[src/rtl/fix_add_pipe.sv]
// Two-stage pipelined signed fixed-point adder/subtractor with valid/ready on both sides.
// Optional accumulator mode when FIX_ADD_ACC_EN is defined (adds in_acc/in_clr ports).
module fix_add_pipe #(
    parameter int WIDTH = 32,
    parameter bit SAT   = 1'b1
) (
    input  logic             clk,
    input  logic             rst_n,
    input  logic             in_valid,
    output logic             in_ready,
    input  logic [WIDTH-1:0] in_a,
    input  logic [WIDTH-1:0] in_b,
    input  logic             in_sub,
`ifdef FIX_ADD_ACC_EN
    input  logic             in_acc,
    input  logic             in_clr,
`endif
    output logic             out_valid,
    input  logic             out_ready,
    output logic [WIDTH-1:0] out_sum,
    output logic             out_ovf
);

    // Handshake: a beat moves on a rising edge only while its valid and the
    // receiving side's ready are both high; held data stays stable until then.
    localparam logic [WIDTH-1:0] MAX_POS = {1'b0, {(WIDTH-1){1'b1}}};
    localparam logic [WIDTH-1:0] MIN_NEG = {1'b1, {(WIDTH-1){1'b0}}};

    logic             s1_valid_q, s1_valid_d;
    logic [WIDTH-1:0] s1_a_q, s1_a_d;
    logic [WIDTH-1:0] s1_b_q, s1_b_d;
    logic             s1_sub_q, s1_sub_d;
    logic             s2_valid_q, s2_valid_d;
    logic [WIDTH-1:0] s2_sum_q, s2_sum_d;
    logic             s2_ovf_q, s2_ovf_d;
`ifdef FIX_ADD_ACC_EN
    logic             s1_acc_q, s1_acc_d;
    logic             s1_clr_q, s1_clr_d;
    logic [WIDTH-1:0] acc_q, acc_d;
`endif

    logic             s1_load;
    logic             s2_load;
    logic [WIDTH-1:0] b_eff;
    logic [WIDTH:0]   a_ext;
    logic [WIDTH:0]   b_ext;
    logic [WIDTH:0]   full;
    logic             ovf;
    logic [WIDTH-1:0] result;

    always_comb begin
        s2_load  = !s2_valid_q || out_ready;
        s1_load  = !s1_valid_q || s2_load;
        in_ready = s1_load;

        s1_valid_d = s1_valid_q;
        s1_a_d     = s1_a_q;
        s1_b_d     = s1_b_q;
        s1_sub_d   = s1_sub_q;
`ifdef FIX_ADD_ACC_EN
        s1_acc_d   = s1_acc_q;
        s1_clr_d   = s1_clr_q;
`endif
        if (s1_load) begin
            s1_valid_d = in_valid;
            if (in_valid) begin
                s1_a_d   = in_a;
                s1_b_d   = in_b;
                s1_sub_d = in_sub;
`ifdef FIX_ADD_ACC_EN
                s1_acc_d = in_acc;
                s1_clr_d = in_clr;
`endif
            end
        end

        // Accumulator operand is picked at S2-load time so chained acc beats see the latest value.
        b_eff = s1_b_q;
`ifdef FIX_ADD_ACC_EN
        if (s1_acc_q) begin
            b_eff = s1_clr_q ? '0 : acc_q;
        end
`endif
        a_ext = {s1_a_q[WIDTH-1], s1_a_q};
        b_ext = {b_eff[WIDTH-1], b_eff};
        full  = s1_sub_q ? (a_ext - b_ext) : (a_ext + b_ext);
        ovf   = full[WIDTH] ^ full[WIDTH-1];

        if (SAT && ovf) begin
            result = full[WIDTH] ? MIN_NEG : MAX_POS;
        end else begin
            result = full[WIDTH-1:0];
        end

        s2_valid_d = s2_valid_q;
        s2_sum_d   = s2_sum_q;
        s2_ovf_d   = s2_ovf_q;
        if (s2_load) begin
            s2_valid_d = s1_valid_q;
            if (s1_valid_q) begin
                s2_sum_d = result;
                s2_ovf_d = ovf;
            end
        end

`ifdef FIX_ADD_ACC_EN
        acc_d = acc_q;
        if (s2_load && s1_valid_q && s1_acc_q) begin
            acc_d = result;
        end
`endif
    end

    always_ff @(posedge clk or negedge rst_n) begin
        if (!rst_n) begin
            s1_valid_q <= 1'b0;
            s1_a_q     <= '0;
            s1_b_q     <= '0;
            s1_sub_q   <= 1'b0;
            s2_valid_q <= 1'b0;
            s2_sum_q   <= '0;
            s2_ovf_q   <= 1'b0;
`ifdef FIX_ADD_ACC_EN
            s1_acc_q   <= 1'b0;
            s1_clr_q   <= 1'b0;
            acc_q      <= '0;
`endif
        end else begin
            s1_valid_q <= s1_valid_d;
            s1_a_q     <= s1_a_d;
            s1_b_q     <= s1_b_d;
            s1_sub_q   <= s1_sub_d;
            s2_valid_q <= s2_valid_d;
            s2_sum_q   <= s2_sum_d;
            s2_ovf_q   <= s2_ovf_d;
`ifdef FIX_ADD_ACC_EN
            s1_acc_q   <= s1_acc_d;
            s1_clr_q   <= s1_clr_d;
            acc_q      <= acc_d;
`endif
        end
    end

    assign out_valid = s2_valid_q;
    assign out_sum   = s2_sum_q;
    assign out_ovf   = s2_ovf_q;

endmodule

[config.mk]
export PLATFORM = sky130hd
export DESIGN_NAME = fix_add_pipe
export DESIGN_NICKNAME = d
export VERILOG_FILES = /design/src/rtl/fix_add_pipe.sv
export SDC_FILE = /design/constraint.sdc
export NUM_CORES = 1
export LEC_CHECK = 0
export ABC_AREA = 1
export CELL_PAD_IN_SITES_DETAIL_PLACEMENT = 0
export CELL_PAD_IN_SITES_GLOBAL_PLACEMENT = 2
export CORE_UTILIZATION = 32
export CTS_BUF_LIST = sky130_fd_sc_hd__clkbuf_16
export DETAILED_ROUTE_END_ITERATION = 6
export PLACE_DENSITY = 0.89
export SLEW_MARGIN = 20
export SYNTH_ARGS = -nofsm -noshare
export SYNTH_HDL_FRONTEND = slang
export SYNTH_SLANG_ARGS = --single-unit
export TNS_END_PERCENT = 5
[constraint.sdc]
create_clock -name clk -period 3.6 [get_ports clk]
set_input_delay 1.08 -clock clk [delete_from_list [all_inputs] [get_ports clk]]
set_output_delay 1.08 -clock clk [all_outputs]
set_load 0.01 [all_outputs]
==> results.sh <==
export IMPL_reg2reg_slack_ns=0.15
export IMPL_antenna_found_initial=0
export IMPL_grt_pass1_vias=6047
export IMPL_avgRoutedWirePerCell_um=14.5
export IMPL_netlist_top_cell_by_area="dfrtp_1"
export IMPL_syn_avg_cell_area_um2=7.76
export IMPL_cts_tree="done"
export IMPL_hold_viol=0
export IMPL_setup_violations_final=0
export IMPL_vdd_ir_drop_max_v=0.000253
export IMPL_fmax_mhz=290
export IMPL_grt_max_degree=53
export IMPL_ios=104
export IMPL_finalCritPeriodShare=0.959
export IMPL_totalWireLength_um=19800
export IMPL_yosys_cell_count_top_type="nand2_1"
export IMPL_drv_cap=0
export IMPL_initial_core_util=0.331
export IMPL_crit_required_ns=3.84
export IMPL_worstSetupStartpointType="flop"
export IMPL_grt_pass1_wl_um=31600
export IMPL_synth_top_area_frac=0.355
export IMPL_yosysWarnings=0
export IMPL_syn_num_nets=1011
export IMPL_final_core_util=0.466
export IMPL_die_area_mm2=0.0226
export IMPL_synth_cells=908
export IMPL_portBuffers=103
export IMPL_relSlewSlack=0.526
export IMPL_finalClockSkew_ns=0.0112
export IMPL_hpwlAfterDp_um=15400
export IMPL_grt_setup_unrepaired="true"
export IMPL_arrival_ns=3.69
export IMPL_drc=0
export IMPL_clockRootBuffer="clkbuf_16"
export IMPL_ys_ff_latch=100
export IMPL_p_leak_nw=4.57
export IMPL_yosys_most_used_dff="dfrtp_1"
export IMPL_gp_congestion=0.862
export IMPL_fin_nets=1183
export IMPL_die_width_um=150
export IMPL_core_area_mm2=0.0213
export IMPL_synth_commonest_cells="222 x nand2_1, 128 x nor2_1, 100 x dfrtp_1"
export IMPL_synth_area_mm2=0.00704
export IMPL_vias=6240
export IMPL_area_delta_synth_final_pct=41.0
export IMPL_place_area_mm2=0.00879
export IMPL_numCtsBuffers=9
export IMPL_drive_gt1_frac=0.278
export IMPL_design_area_mm2=0.00993
export IMPL_rr_worst_depth=24
export IMPL_cts_buffer_depth=2
export IMPL_synthTopCellsByArea="dfrtp_1 36%, nand2_1 12%, mux2_2 7.7%"
export IMPL_ant_nets=0
export IMPL_status="completed"
export IMPL_vias_per_cell=4.59
export IMPL_track_usage=0.182
export IMPL_clk_latency_ns=0.36
export IMPL_async_flop_share=1.00
export IMPL_hold_path_depth=2
export IMPL_slew_violations=0
export IMPL_end_kind="flop"
export IMPL_first_iter_violations=196
export IMPL_overflow=0
export IMPL_htree_levels=3
export IMPL_cts_sinks=100
export IMPL_powerDensity_mw_per_mm2=742
export IMPL_cts_clk_slew_worst_paths_ns=0.08
export IMPL_synth_distinct_cells=35
export IMPL_synth_edf_count=0
export IMPL_finalCriticalPeriod_ns=3.45
export IMPL_die_h_um=150
export IMPL_cp_max_fo=7
export IMPL_yosysSeqAreaShare=0.355
export IMPL_hp_class="reg2reg"
export IMPL_critPathKind="reg2reg"
export IMPL_diodes=0
export IMPL_firstDrtPassIters=5
export IMPL_tightest_slew_ns=0.711
export IMPL_p_total_mw=7.37
export IMPL_rows=53
path summary, 6_finish.rpt:
kind | from | endpoint
worst min register to register | out_sum[2]$_DFFE_PN0P_ | out_sum[2]$_DFFE_PN0P_
max in group asynchronous | rst_n | b_eff[5]$_DFFE_PN0P_
worst max-delay path | b_eff[0]$_DFFE_PN0P_ | out_sum[26]$_DFFE_PN0P_
worst min-delay path | out_sum[2]$_DFFE_PN0P_ | out_sum[2]$_DFFE_PN0P_
min in group asynchronous | rst_n | s1_a_q[28]$_DFFE_PN0P_
worst max register to register | b_eff[0]$_DFFE_PN0P_ | out_sum[26]$_DFFE_PN0P_
placed cells by master (no fill, tap or decap), types with 6 or more instances in the layout:
cell type / instances
nor3_1: 6
clkbuf_16: 11
ha_4: 7
inv_2: 12
nand2_1: 188
mux2_2: 48
o21bai_1: 7
nand3_2: 6
nor2_2: 13
xnor2_1: 19
inv_1: 89
dfrtp_1: 97
nand2_2: 41
o21ai_0: 14
nand3_1: 27
a21oi_4: 15
clkdlybuf4s50_1: 102
buf_4: 66
nor2_4: 8
nand2_4: 15
xor2_1: 28
nor2_1: 112
a21oi_1: 55
ha_1: 21
a21oi_2: 17
kinds of logic after synthesis:
| kind of cell | after synthesis | synth area share |
|---|---|---|
| and+or+nand+nor | 435 | 0.262 |
| buffers and inverters | 122 | 0.0703 |
| adders and majority gates | 34 | 0.0615 |
| xor gates and xnor gates | 51 | 0.0634 |
| muxes | 48 | 0.0767 |
| AOI/OAI and AO/OA | 118 | 0.111 |
| DFF | 100 | 0.355 |
metal layers:
layer,up-vias,GRT usage,share of wire
li1,3252,-,-
met1,2852,0.267,0.50
met2,120,0.275,0.45
met3,16,0.0324,0.035
met4,0,0.0374,0.012
met5,-,0,0
critical path: stages (launching register included):
cell,delay [ns]
dfrtp_1,0.39
inv_2,0.10
ha_4,0.15
nand3_4,0.07
nor2_4,0.14
nand2_4,0.09
nor4_4,0.15
buf_4,0.16
nand3_2,0.06
o21ai_2,0.14
xor2_1,0.19
ha_1,0.29
buf_6,0.15
nand2_4,0.06
inv_2,0.03
a21oi_2,0.13
nand2_2,0.09
a21oi_4,0.16
nand2_2,0.08
nand2_2,0.09
nand2_4,0.06
a21oi_4,0.17
buf_12,0.16
buf_16,0.15
a21oi_4,0.06
layout make-up:
type	count	area [µm²]
Fill cell	2132	11400
Multi-Input combinational cell	686	4570
Sequential cell	100	2510
Timing Repair Buffer	182	1790
Inverter	101	379
Tap cell	275	344
Clock buffer	9	225
Clock inverter	7	108
per-stage QoR:
stage                     TNS (ns)  hold WS (ns)  worst slack [ns]  instances
after detailed placement     -5.57         0.473            -0.202       1322
after global placement       -4.64         0.480            -0.159       1322
after global routing         -2.17         0.523            -0.103       1360
after CTS                        0         0.500           0.00905       1349
after floorplan                  0         0.485             0.348        908
final                            0         0.483             0.147       1360
flip-flops by register name (all words and copies together) (netlist names):
name / count
s1_sub_q: 1
s1_a_q: 32
b_eff: 32
s1_valid_q: 1
out_valid: 1
out_sum: 32
out_ovf: 1
repair_timing:
item,CTS,global route
endpoints found under the setup margin,32,33
buffers inserted,8,9
resized for setup,26,113
hold buffers,0,0
pin swaps,19,38
gates cloned,3,3
report_power, final:
part           internal [mW]  switching, mW
clock network          0.622          0.481
registers               1.43          0.219
logic                   2.10           2.52
(Power assumes the default switching activity.)
